File: config.mk
export PLATFORM = sky130hd
export DESIGN_NAME = weight_fetch_sequencer_flat
export DESIGN_NICKNAME = d
export VERILOG_FILES = /design/src/rtl/weight_fetch_sequencer_if.sv /design/src/rtl/weight_fetch_sequencer.sv /design/src/flat_wrapper.sv
export SDC_FILE = /design/constraint.sdc
export NUM_CORES = 1
export LEC_CHECK = 0
export BUFFER_PORTS_ARGS = -buffer_cell sky130_fd_sc_hd__buf_4
export CAP_MARGIN = 20
export CORE_MARGIN = 4
export CORE_UTILIZATION = 52
export DETAILED_ROUTE_END_ITERATION = 7
export PLACE_DENSITY = 0.73
export REMOVE_ABC_BUFFERS = 1
export SKIP_CTS_REPAIR_TIMING = 1
export SKIP_LAST_GASP = 1
export SYNTH_ARGS = -nofsm -noshare
export SYNTH_HDL_FRONTEND = slang
export SYNTH_SLANG_ARGS = --single-unit
File: constraint.sdc
create_clock -name clk -period 3.3 [get_ports clk]
set_input_delay 0.165 -clock clk [delete_from_list [all_inputs] [get_ports clk]]
set_output_delay 0.165 -clock clk [all_outputs]
set_load 0.01 [all_outputs]
File: src/rtl/weight_fetch_sequencer_if.sv
// Bus bundle for weight_fetch_sequencer: command/status, ROM pins and the MAC weight stream.
// Handshake: a weight moves on a rising edge where w_valid && w_ready; while w_valid is high
// and w_ready low, w_data/w_last/w_valid stay frozen; w_valid never waits on w_ready.
interface weight_fetch_sequencer_if #(
  parameter int ADDR_W = 8,
  parameter int DATA_W = 8
);
  logic              start;
  logic [ADDR_W-1:0] base_addr;
  logic [ADDR_W:0]   count;
  logic              busy;
  logic              done;
  logic [ADDR_W-1:0] rom_addr;
  logic              rom_en;
  logic [DATA_W-1:0] rom_data;
  logic [DATA_W-1:0] w_data;
  logic              w_valid;
  logic              w_ready;
  logic              w_last;

  modport master (
    output start, base_addr, count, rom_data, w_ready,
    input  busy, done, rom_addr, rom_en, w_data, w_valid, w_last
  );

  modport slave (
    input  start, base_addr, count, rom_data, w_ready,
    output busy, done, rom_addr, rom_en, w_data, w_valid, w_last
  );
endinterface

File: src/rtl/weight_fetch_sequencer.sv
// Walks a ROM window (base, count), buffers weights in a small FIFO and streams them to the MAC.
// rom_en is registered and decided from next occupancy, so MAC back-pressure never reaches it combinationally.
module weight_fetch_sequencer #(
  parameter int ADDR_W     = 8,
  parameter int DATA_W     = 8,
  parameter int FIFO_DEPTH = 4
) (
  input  logic                   clk,
  input  logic                   rst_n,
  weight_fetch_sequencer_if.slave bus,
  output logic [1:0]             dbg_state_o
);
  localparam int PTR_W = $clog2(FIFO_DEPTH);
  localparam logic [PTR_W:0] FULL_OCC = (PTR_W+1)'(FIFO_DEPTH);

  localparam logic [1:0] S_IDLE   = 2'd0;
  localparam logic [1:0] S_FETCH  = 2'd1;
  localparam logic [1:0] S_DRAIN  = 2'd2;
  localparam logic [1:0] S_FINISH = 2'd3;

  logic [1:0]        state_q, state_d;
  logic [ADDR_W:0]   count_q, count_d;
  logic [ADDR_W:0]   issued_q, issued_d;
  logic [ADDR_W:0]   xfer_q, xfer_d;
  logic [ADDR_W-1:0] addr_q, addr_d;
  logic              rom_en_q, rom_en_d;
  logic [PTR_W:0]    occ_q, occ_d;
  logic [PTR_W-1:0]  wr_ptr_q, rd_ptr_q;
  logic [DATA_W-1:0] mem_q [FIFO_DEPTH];
  logic [FIFO_DEPTH-1:0] tag_q;
  logic              push, pop, w_valid;

  assign w_valid = (occ_q != '0);
  assign push    = rom_en_q;
  assign pop     = w_valid && bus.w_ready;

  always_comb begin
    state_d  = state_q;
    count_d  = count_q;
    issued_d = issued_q;
    addr_d   = addr_q;
    rom_en_d = 1'b0;
    xfer_d   = xfer_q + {{ADDR_W{1'b0}}, pop};
    occ_d    = occ_q + {{PTR_W{1'b0}}, push} - {{PTR_W{1'b0}}, pop};
    case (state_q)
      S_IDLE: begin
        if (bus.start) begin
          count_d  = bus.count;
          issued_d = '0;
          xfer_d   = '0;
          if (bus.count == '0) begin
            state_d = S_FINISH;
          end else begin
            state_d  = S_FETCH;
            rom_en_d = 1'b1;
            addr_d   = bus.base_addr;
            issued_d = (ADDR_W+1)'(1);
          end
        end
      end
      S_FETCH: begin
        // issued_q already counts the fetch in flight this cycle
        if (rom_en_q && issued_q == count_q) begin
          state_d = S_DRAIN;
        end else if (issued_q != count_q && occ_d < FULL_OCC) begin
          rom_en_d = 1'b1;
          issued_d = issued_q + (ADDR_W+1)'(1);
          addr_d   = addr_q + ADDR_W'(1);
        end
      end
      S_DRAIN: begin
        if (xfer_d == count_q) state_d = S_FINISH;
      end
      S_FINISH: state_d = S_IDLE;
      default:  state_d = S_IDLE;
    endcase
  end

  always_ff @(posedge clk or negedge rst_n) begin
    if (!rst_n) begin
      state_q  <= S_IDLE;
      count_q  <= '0;
      issued_q <= '0;
      xfer_q   <= '0;
      addr_q   <= '0;
      rom_en_q <= 1'b0;
      occ_q    <= '0;
      wr_ptr_q <= '0;
      rd_ptr_q <= '0;
      tag_q    <= '0;
      for (int i = 0; i < FIFO_DEPTH; i++) mem_q[i] <= '0;
    end else begin
      state_q  <= state_d;
      count_q  <= count_d;
      issued_q <= issued_d;
      xfer_q   <= xfer_d;
      addr_q   <= addr_d;
      rom_en_q <= rom_en_d;
      occ_q    <= occ_d;
      if (push) begin
        mem_q[wr_ptr_q] <= bus.rom_data;
        tag_q[wr_ptr_q] <= (issued_q == count_q);
        wr_ptr_q        <= wr_ptr_q + PTR_W'(1);
      end
      if (pop) rd_ptr_q <= rd_ptr_q + PTR_W'(1);
    end
  end

  assign bus.busy     = (state_q == S_FETCH) || (state_q == S_DRAIN);
  assign bus.done     = (state_q == S_FINISH);
  assign bus.rom_addr = addr_q;
  assign bus.rom_en   = rom_en_q;
  assign bus.w_data   = mem_q[rd_ptr_q];
  assign bus.w_valid  = w_valid;
  assign bus.w_last   = w_valid && tag_q[rd_ptr_q];
  assign dbg_state_o  = state_q;
endmodule

File: src/flat_wrapper.sv
// flat-port wrapper written by rule: the top's interface ports become plain ports
module weight_fetch_sequencer_flat 
#(
  parameter int ADDR_W     = 8,
  parameter int DATA_W     = 8,
  parameter int FIFO_DEPTH = 4
)
  (clk, rst_n, dbg_state_o, bus_start, bus_base_addr, bus_count, bus_rom_data, bus_w_ready, bus_busy, bus_done, bus_rom_addr, bus_rom_en, bus_w_data, bus_w_valid, bus_w_last);
  weight_fetch_sequencer_if #(.ADDR_W(ADDR_W), .DATA_W(DATA_W)) bus_i ();
  input  logic clk;
  input  logic rst_n;
  output logic [1:0] dbg_state_o;
  input wire logic [$bits(bus_i.start)-1:0] bus_start;
  input wire logic [$bits(bus_i.base_addr)-1:0] bus_base_addr;
  input wire logic [$bits(bus_i.count)-1:0] bus_count;
  input wire logic [$bits(bus_i.rom_data)-1:0] bus_rom_data;
  input wire logic [$bits(bus_i.w_ready)-1:0] bus_w_ready;
  output wire logic [$bits(bus_i.busy)-1:0] bus_busy;
  output wire logic [$bits(bus_i.done)-1:0] bus_done;
  output wire logic [$bits(bus_i.rom_addr)-1:0] bus_rom_addr;
  output wire logic [$bits(bus_i.rom_en)-1:0] bus_rom_en;
  output wire logic [$bits(bus_i.w_data)-1:0] bus_w_data;
  output wire logic [$bits(bus_i.w_valid)-1:0] bus_w_valid;
  output wire logic [$bits(bus_i.w_last)-1:0] bus_w_last;
  assign bus_i.start = bus_start;
  assign bus_i.base_addr = bus_base_addr;
  assign bus_i.count = bus_count;
  assign bus_i.rom_data = bus_rom_data;
  assign bus_i.w_ready = bus_w_ready;
  assign bus_busy = bus_i.busy;
  assign bus_done = bus_i.done;
  assign bus_rom_addr = bus_i.rom_addr;
  assign bus_rom_en = bus_i.rom_en;
  assign bus_w_data = bus_i.w_data;
  assign bus_w_valid = bus_i.w_valid;
  assign bus_w_last = bus_i.w_last;
  weight_fetch_sequencer #(.ADDR_W(ADDR_W), .DATA_W(DATA_W), .FIFO_DEPTH(FIFO_DEPTH)) u_core (.clk(clk), .rst_n(rst_n), .bus(bus_i), .dbg_state_o(dbg_state_o));
endmodule
* Yosys cells after proc, flatten, opt, wreduce, memory -nomap -nowiden
Cells that the tools add are included.
Storage, ports and cells: latch bits 0, input bits 29, word-level logic and storage cells 90, ROM bits 0, flip-flop bits (word level) 81, RAM bits 0, memories kept 0
Cells by class: magnitude comparators 7, divide/modulo/power cells 0, add/sub/neg operators 7, eq/ne operators 12, reduce and logical (&&, ||, !) cells 15, shifts and indexed selects 0, bitwise logic cells 2, multiplexer cells 33, $mul 0
Operators with widths (count):
- $mux W8 | 7
- $mux W9 | 5
- $bwmux W32 | 1
- $eq A9 B9 Y1 | 2
- $pmux W9 S2 | 1
- $bmux W8 S2 | 1
- $demux W8 S2 | 1
- $pmux W8 S2 | 1
- $add A9 B1 Y9 | 1
- $add A9 B1 Y9 const B | 1
- $logic_not A9 Y1 | 1
- $ne A9 B9 Y1 | 1
- $add A8 B1 Y8 const B | 1
- $mux W2 | 4
- $pmux W2 S4 | 1
- $mux W1 | 7
- $ge A3 B3 Y1 const B | 2
- $logic_and A1 B1 Y1 | 6
- $lt A2 B3 Y1 const B | 2
- $ne A2 B1 Y1 const B | 3
- $ne A2 B2 Y1 const B | 3
- $not A2 Y3 | 2
- $reduce_and A5 Y1 | 1
- $add A2 B1 Y2 const B | 2
- 18 further kinds | 19

* Logic depth before layout (Yosys ltp)
word-level depth 8, mapped depth 13, depth with buffers taken out 12

* Worst setup path after synthesis
Ideal clock, no wire load.
kind flip-flop to flip-flop, start register u_core.occ_q[2], end register u_core.issued_q[7], required time 3.222 ns, stages on the path, launching flop included 13, setup time 0.078 ns, buffers on the path 0, path slack -0.246 ns, arrival time 3.468 ns, cells stage by stage dfrtp_1 -> or3_2 -> and2_1 -> ha_1 -> inv_1 -> ha_1 -> fa_1 -> xor2_1 -> xnor2_1 -> a211oi_4 -> nand4_4 -> or4_1 -> a21oi_1
On the way: cells in the longest elaborated chain, start to end 7, elaborated cells on any way between the ends 8, classes of those cells add/sub (2); order compare (1); eq/ne (1); reduce/logical (4)
Ends and longest elaborated chain:
- from (decl) | line weight_fetch_sequencer.sv:27 | logic [PTR_W:0] occ_q, occ_d;
- from (signal assigned) | line weight_fetch_sequencer.sv:87 | occ_q <= '0;
- from (signal assigned) | line weight_fetch_sequencer.sv:99 | occ_q <= occ_d;
- $reduce_bool A3 Y1 | line weight_fetch_sequencer.sv:33 | assign w_valid = (occ_q != '0);
- net bus_w_valid | line flat_wrapper.sv:23 | output wire logic [$bits(bus_i.w_valid)-1:0] bus_w_valid;
- $logic_and A1 B1 Y1 | line weight_fetch_sequencer.sv:35 | assign pop = w_valid && bus.w_ready;
- $sub A3 B1 Y3 | line weight_fetch_sequencer.sv:44 | occ_d = occ_q + {{PTR_W{1'b0}}, push} - {{PTR_W{1'b0}}, pop};
- net u_core.occ_d[2] | line weight_fetch_sequencer.sv:27
- $lt A3 B3 Y1 | line weight_fetch_sequencer.sv:65 | end else if (issued_q != count_q && occ_d < FULL_OCC) begin
- $logic_and A1 B1 Y1 | line weight_fetch_sequencer.sv:65
- $ne A2 B1 Y1 (no source line)
- $reduce_and A4 Y1 (no source line)
- to (signal assigned) | line weight_fetch_sequencer.sv:95 | issued_q <= issued_d;
- to (decl) | line weight_fetch_sequencer.sv:23 | logic [ADDR_W:0] issued_q, issued_d;
The timed path passes the listed nets, and every way through them passes these cells. A chain may end at the register's enable or synchronous reset.

* Final worst setup path
start register u_core.occ_q[2], end register u_core.addr_q[7] (netlist: u_core.bus.rom_addr[7])
On the way: cells in the longest elaborated chain, start to end 7, elaborated cells on any way between the ends 8, classes of those cells add/sub (2); order compare (1); eq/ne (1); reduce/logical (4)
Ends and longest elaborated chain:
- parallel branches: the longest is 2 deep, another holds $add A3 B1 Y3
- $sub A3 B1 Y3 (*) | line weight_fetch_sequencer.sv:44
- net u_core.occ_d[2] | line weight_fetch_sequencer.sv:27
- $lt A3 B3 Y1 (*) | line weight_fetch_sequencer.sv:65
- $logic_and A1 B1 Y1 (*) | line weight_fetch_sequencer.sv:65
- $ne A2 B1 Y1 (no source line) (*)
- $reduce_and A5 Y1 (no source line) (*)
- to (signal assigned) | line weight_fetch_sequencer.sv:97 | addr_q <= addr_d;
- to (decl) | line weight_fetch_sequencer.sv:25 | logic [ADDR_W-1:0] addr_q, addr_d;
Mark *: on every way through the listed nets, which the timed path passes.

==> summary.md <==
Of the available clock period, the critical path in the final layout requires 97.2%. Placeable core area: 0.00777 mm2. At the worst endpoint, the required time is 3.57 ns. After layout, the worst setup slack is 0.0938 ns. The critical path contains buffers and inverters numbering 3 combined. The worst pin sits at a relative slew slack of 53.8%. The tools report the post-synth design cell area as 0.00418 mm2.

Across all layers, the routed design uses 3023 vias. The critical path is of the register to register type. The Yosys step of the flow raised 0 warnings. The initial antenna violation count is 0, and the sink count of the clock tree is 81. The total overflow left after global routing is 0. After legalization and detailed placement, the total HPWL measured 6.30 mm. STA classifies the critical path endpoint as a register. The via count of the first global-routing pass came out at 3100.

The run gives 9 as the number of clock buffers inserted by TritonCTS. The aggregate negative setup slack is 0 ns, and the total power is 4.89 mW. The run gives 32 as the count of standard-cell rows.

The layout cell share with drive strength beyond 1 came out at 31.8%. The number of placed instances, taps included was 529; the minimum period implied by the final worst setup slack was 3.21 ns. Cell chosen for the clock root: clkbuf_8. The area of the die is 0.00953 mm2. On the critical path the largest part of the delay comes from adder cells. TritonCTS built the clock tree. Along the worst path, the maximum fanout reaches 5. Total routing usage reported by global routing: 19.4%. The first global-routing pass estimated 15.0 mm of wire. For this design the static power due to leakage is 2.32 nW. The flow ran to the end, and the final reports show no timing, DRC or antenna violations.

STA classifies the critical path startpoint as a register. The average footprint of a synthesized cell is 11.2 um2. Buffers placed on the I/O ports in this run total 51. For this design the top-level I/O count stands at 52. The count of endpoints failing hold in the final timing report was 0; the number of distinct library cells after synthesis was 47.

For the final database, setup skew stands at 0.0120 ns. After detailed routing, the number of vias per cell comes to 5.51. The largest single stage delay on the critical path is 0.39 ns. The number of antenna diodes in the final layout is 0. The run gives 4 as the number of search-and-repair iterations in the first detailed-routing pass. The startpoint identified for the worst register-to-register timing path is u_core.occ_q[2]. The logs give 3.47 ns for the critical path data arrival time and 0.09 ns for the slack of the worst reg-to-reg path.

The worst hold path terminates at u_core.count_q[3]. The critical path goes through or3_4 > and2_4 > ha_1 > inv_1 > ha_2 > fa_2 > xor2_2 > xnor2_2 > buf_4 > a31oi_1 > buf_4 > o2111ai_1 > o21ai_0 > a21oi_1. The die is 97.6 um wide.

The die is 97.6 um tall. Synthesis produced 373 cells. The logs give 486 for the layout net count and 3 for the H-tree depth. Max-slew violation count: 0.

The endpoint identified for the worst register-to-register timing path is u_core.bus.rom_addr[7]. The class of the tightest hold or removal check is primary input to register. The max-cap violation count was 0; the worst supply voltage drop on vdd was 0.449 mV. The total power divided by cell area is 964 mW/mm2.

On the critical path, the stage with the largest delay is an instance of dfrtp_1. The synthesized design contains 81 register bits. Dividing the detail-routed wire length by the instance count gives 16.2 um.

The number of cell instances on the worst register-to-register path works out to 14. For this run, the number of standard cells in the final layout without fillers is 549. The number of routed nets with antenna violations came out at 0. Setup violations remaining at the end of the flow were counted as 0. At the pin with the least slew margin, the transition time is 0.686 ns. Counting stages on the worst path, the most repeated cell is buf_4. In the routed design, unresolved DRC markers number 0. The final weighted congestion of routability-driven global placement is 0.859, and the clock transition at the registers of the reported paths is 0.09 ns. Worst hold path depth: 3.

Of the synthesized area, sequential elements account for 48.5%. The tools report the worst setup path startpoint as u_core.occ_q[2]. For the number of violations reported at the end of detailed-routing iteration 0, the log shows 112.

The final layout contains routed wiring with a total length of 8.90 mm. In this run the most critical hold path is launched from bus_count[3]. The area growth from synthesis to final layout was 21.5%. At the later pin of the worst-skew pair, clock insertion delay measures 0.34 ns. Static timing analysis puts the maximum clock frequency at 0.312 GHz.

The tools report the maximum number of buffers from clock root to sink as 2. Entering global routing, the biggest net connects 82 pins. The setup slack after placement was -0.114 ns; the starting density of the core was 53.8%.
-- stage by stage --
step	hold WS, ns	util (%)	instance area [um2]
floorplan	-0.131	-	4140
global placement	0.370	61.1	4740
detailed placement	0.372	61.1	4740
CTS	0.00825	63.9	4960
global route	0.00963	65.3	5070
finish	0.0170	65.3	5070
-- synth_stat cells, drive strengths merged --
library cell	n	area (um2)
a2111o	1	11.3
a211oi	1	20.0
a21o	1	7.51
a21oi	11	55.1
a2bb2oi	1	8.76
a311oi	2	17.5
a31oi	3	18.8
a41oi	2	17.5
and2	6	37.5
and2b	1	8.76
and3	5	31.3
and4	2	17.5
buf	3	12.5
clkbuf	6	22.5
clkinv	1	3.75
dfrtp	81	2030
fa	1	20.0
ha	14	175
inv	12	45.0
mux2	33	372
mux2i	6	60.1
mux4	9	203
nand2	54	203
nand2b	4	25.0
nand3	9	45.0
nand4	8	65.1
nor2	19	71.3
nor3	6	30.0
nor4	4	31.3
o2111ai	1	8.76
o211ai	2	15.0
o21a	3	22.5
o21ai	13	65.1
o221ai	1	8.76
o22ai	6	37.5
o31ai	1	7.51
o32ai	1	8.76
or2	3	18.8
or3	3	21.3
or4	2	15.0
xnor2	7	61.3
xnor3	1	22.5
xor2	23	201
-- sequential cells by signal, summed over array words and instances, names as in the netlist --
name                 cells
u_core.mem_q            32
u_core.count_q           9
u_core.issued_q          9
u_core.xfer_q            9
u_core.bus.rom_addr      8
u_core.tag_q             4
u_core.occ_q             3
u_core.dbg_state_o       2
u_core.rd_ptr_q          2
u_core.wr_ptr_q          2
u_core.bus.rom_en        1
-- kinds of logic (layout without fill, tap and decap cells) --
family                   count (synthesis)  after routing  share of synthesized area (%)
AND/OR/NAND/NOR                        126            126                           14.9
buffers and inverters                   22             96                           2.01
XOR/XNOR                                31             31                           6.83
AO/OA/AOI/OAI                           50             50                           7.91
adder cells (fa/ha/maj)                 15             15                           4.67
multiplexers                            48             48                           15.2
flip-flops                              81             81                           48.5
-- routing by layer --
layer	vias to the layer above	part of all wire (%)	GRT usage (%)	routed length [um]
li1	1464	-	-	-
met1	1482	45	26.0	3970
met2	65	50	31.8	4470
met3	12	3.8	3.80	342
met4	0	1.3	6.18	118
met5	-	0	0	0
-- power breakdown --
group / total [mW] / switching [mW] / internal [mW] / leakage [nW]
Clock: 0.800 / 0.371 / 0.429 / 0.103
Combinational: 2.31 / 1.07 / 1.24 / 1.22
Sequential: 1.79 / 0.381 / 1.41 / 0.994
-- cell type report --
| type | instances | area (um2) |
|---|---|---|
| Timing Repair Buffer | 67 | 529 |
| Multi-Input combinational cell | 270 | 2120 |
| Tap cell | 102 | 128 |
| Sequential cell | 81 | 2030 |
| Clock buffer | 10 | 128 |
| Clock inverter | 6 | 92.6 |
| Fill cell | 607 | 2690 |
| Inverter | 13 | 48.8 |
-- placed cells by master (no fill, tap or decap), types with 2 or more instances in the layout --
| cell | instances |
|---|---|
| or2_2 | 3 |
| a21oi_2 | 2 |
| o22ai_1 | 6 |
| nand3_1 | 9 |
| o21ai_0 | 13 |
| xor2_1 | 22 |
| buf_4 | 64 |
| mux2_2 | 33 |
| and4_1 | 2 |
| bufinv_16 | 2 |
| nor3_1 | 6 |
| a21oi_1 | 9 |
| a311oi_1 | 2 |
| mux2i_1 | 6 |
| and2_1 | 5 |
| nand2b_1 | 4 |
| a31oi_1 | 3 |
| inv_1 | 12 |
| nor4_1 | 3 |
| mux4_2 | 9 |
| nor2_1 | 19 |
| clkinv_4 | 2 |
| nand2_1 | 54 |
| dfrtp_1 | 81 |
| clkbuf_8 | 9 |
| xnor2_1 | 6 |
| or3_4 | 2 |
| o21a_1 | 2 |
| clkinvlp_4 | 2 |
| a41oi_1 | 2 |
| ha_1 | 13 |
| nand4_1 | 7 |
| o211ai_1 | 2 |
| and3_1 | 5 |
-- worst reg2reg max path, cell delays in order (launching register included) --
cell and delay [ns]:
dfrtp_1 0.39, or3_4 0.39, and2_4 0.17, ha_1 0.26, inv_1 0.04, ha_2 0.17, fa_2 0.37, xor2_2 0.17
xnor2_2 0.26, buf_4 0.16, a31oi_1 0.05, buf_4 0.20, o2111ai_1 0.20, o21ai_0 0.15, a21oi_1 0.16
-- worst max-delay path by stage --
stage,cells after the start,to
floorplan,12,u_core.issued_q[7]
global placement,12,u_core.issued_q[7]
detailed placement,12,u_core.issued_q[7]
CTS,12,u_core.issued_q[7]
global route,14,u_core.bus.rom_addr[3]
finish,14,u_core.bus.rom_addr[7]
(Power assumes the default switching activity.)
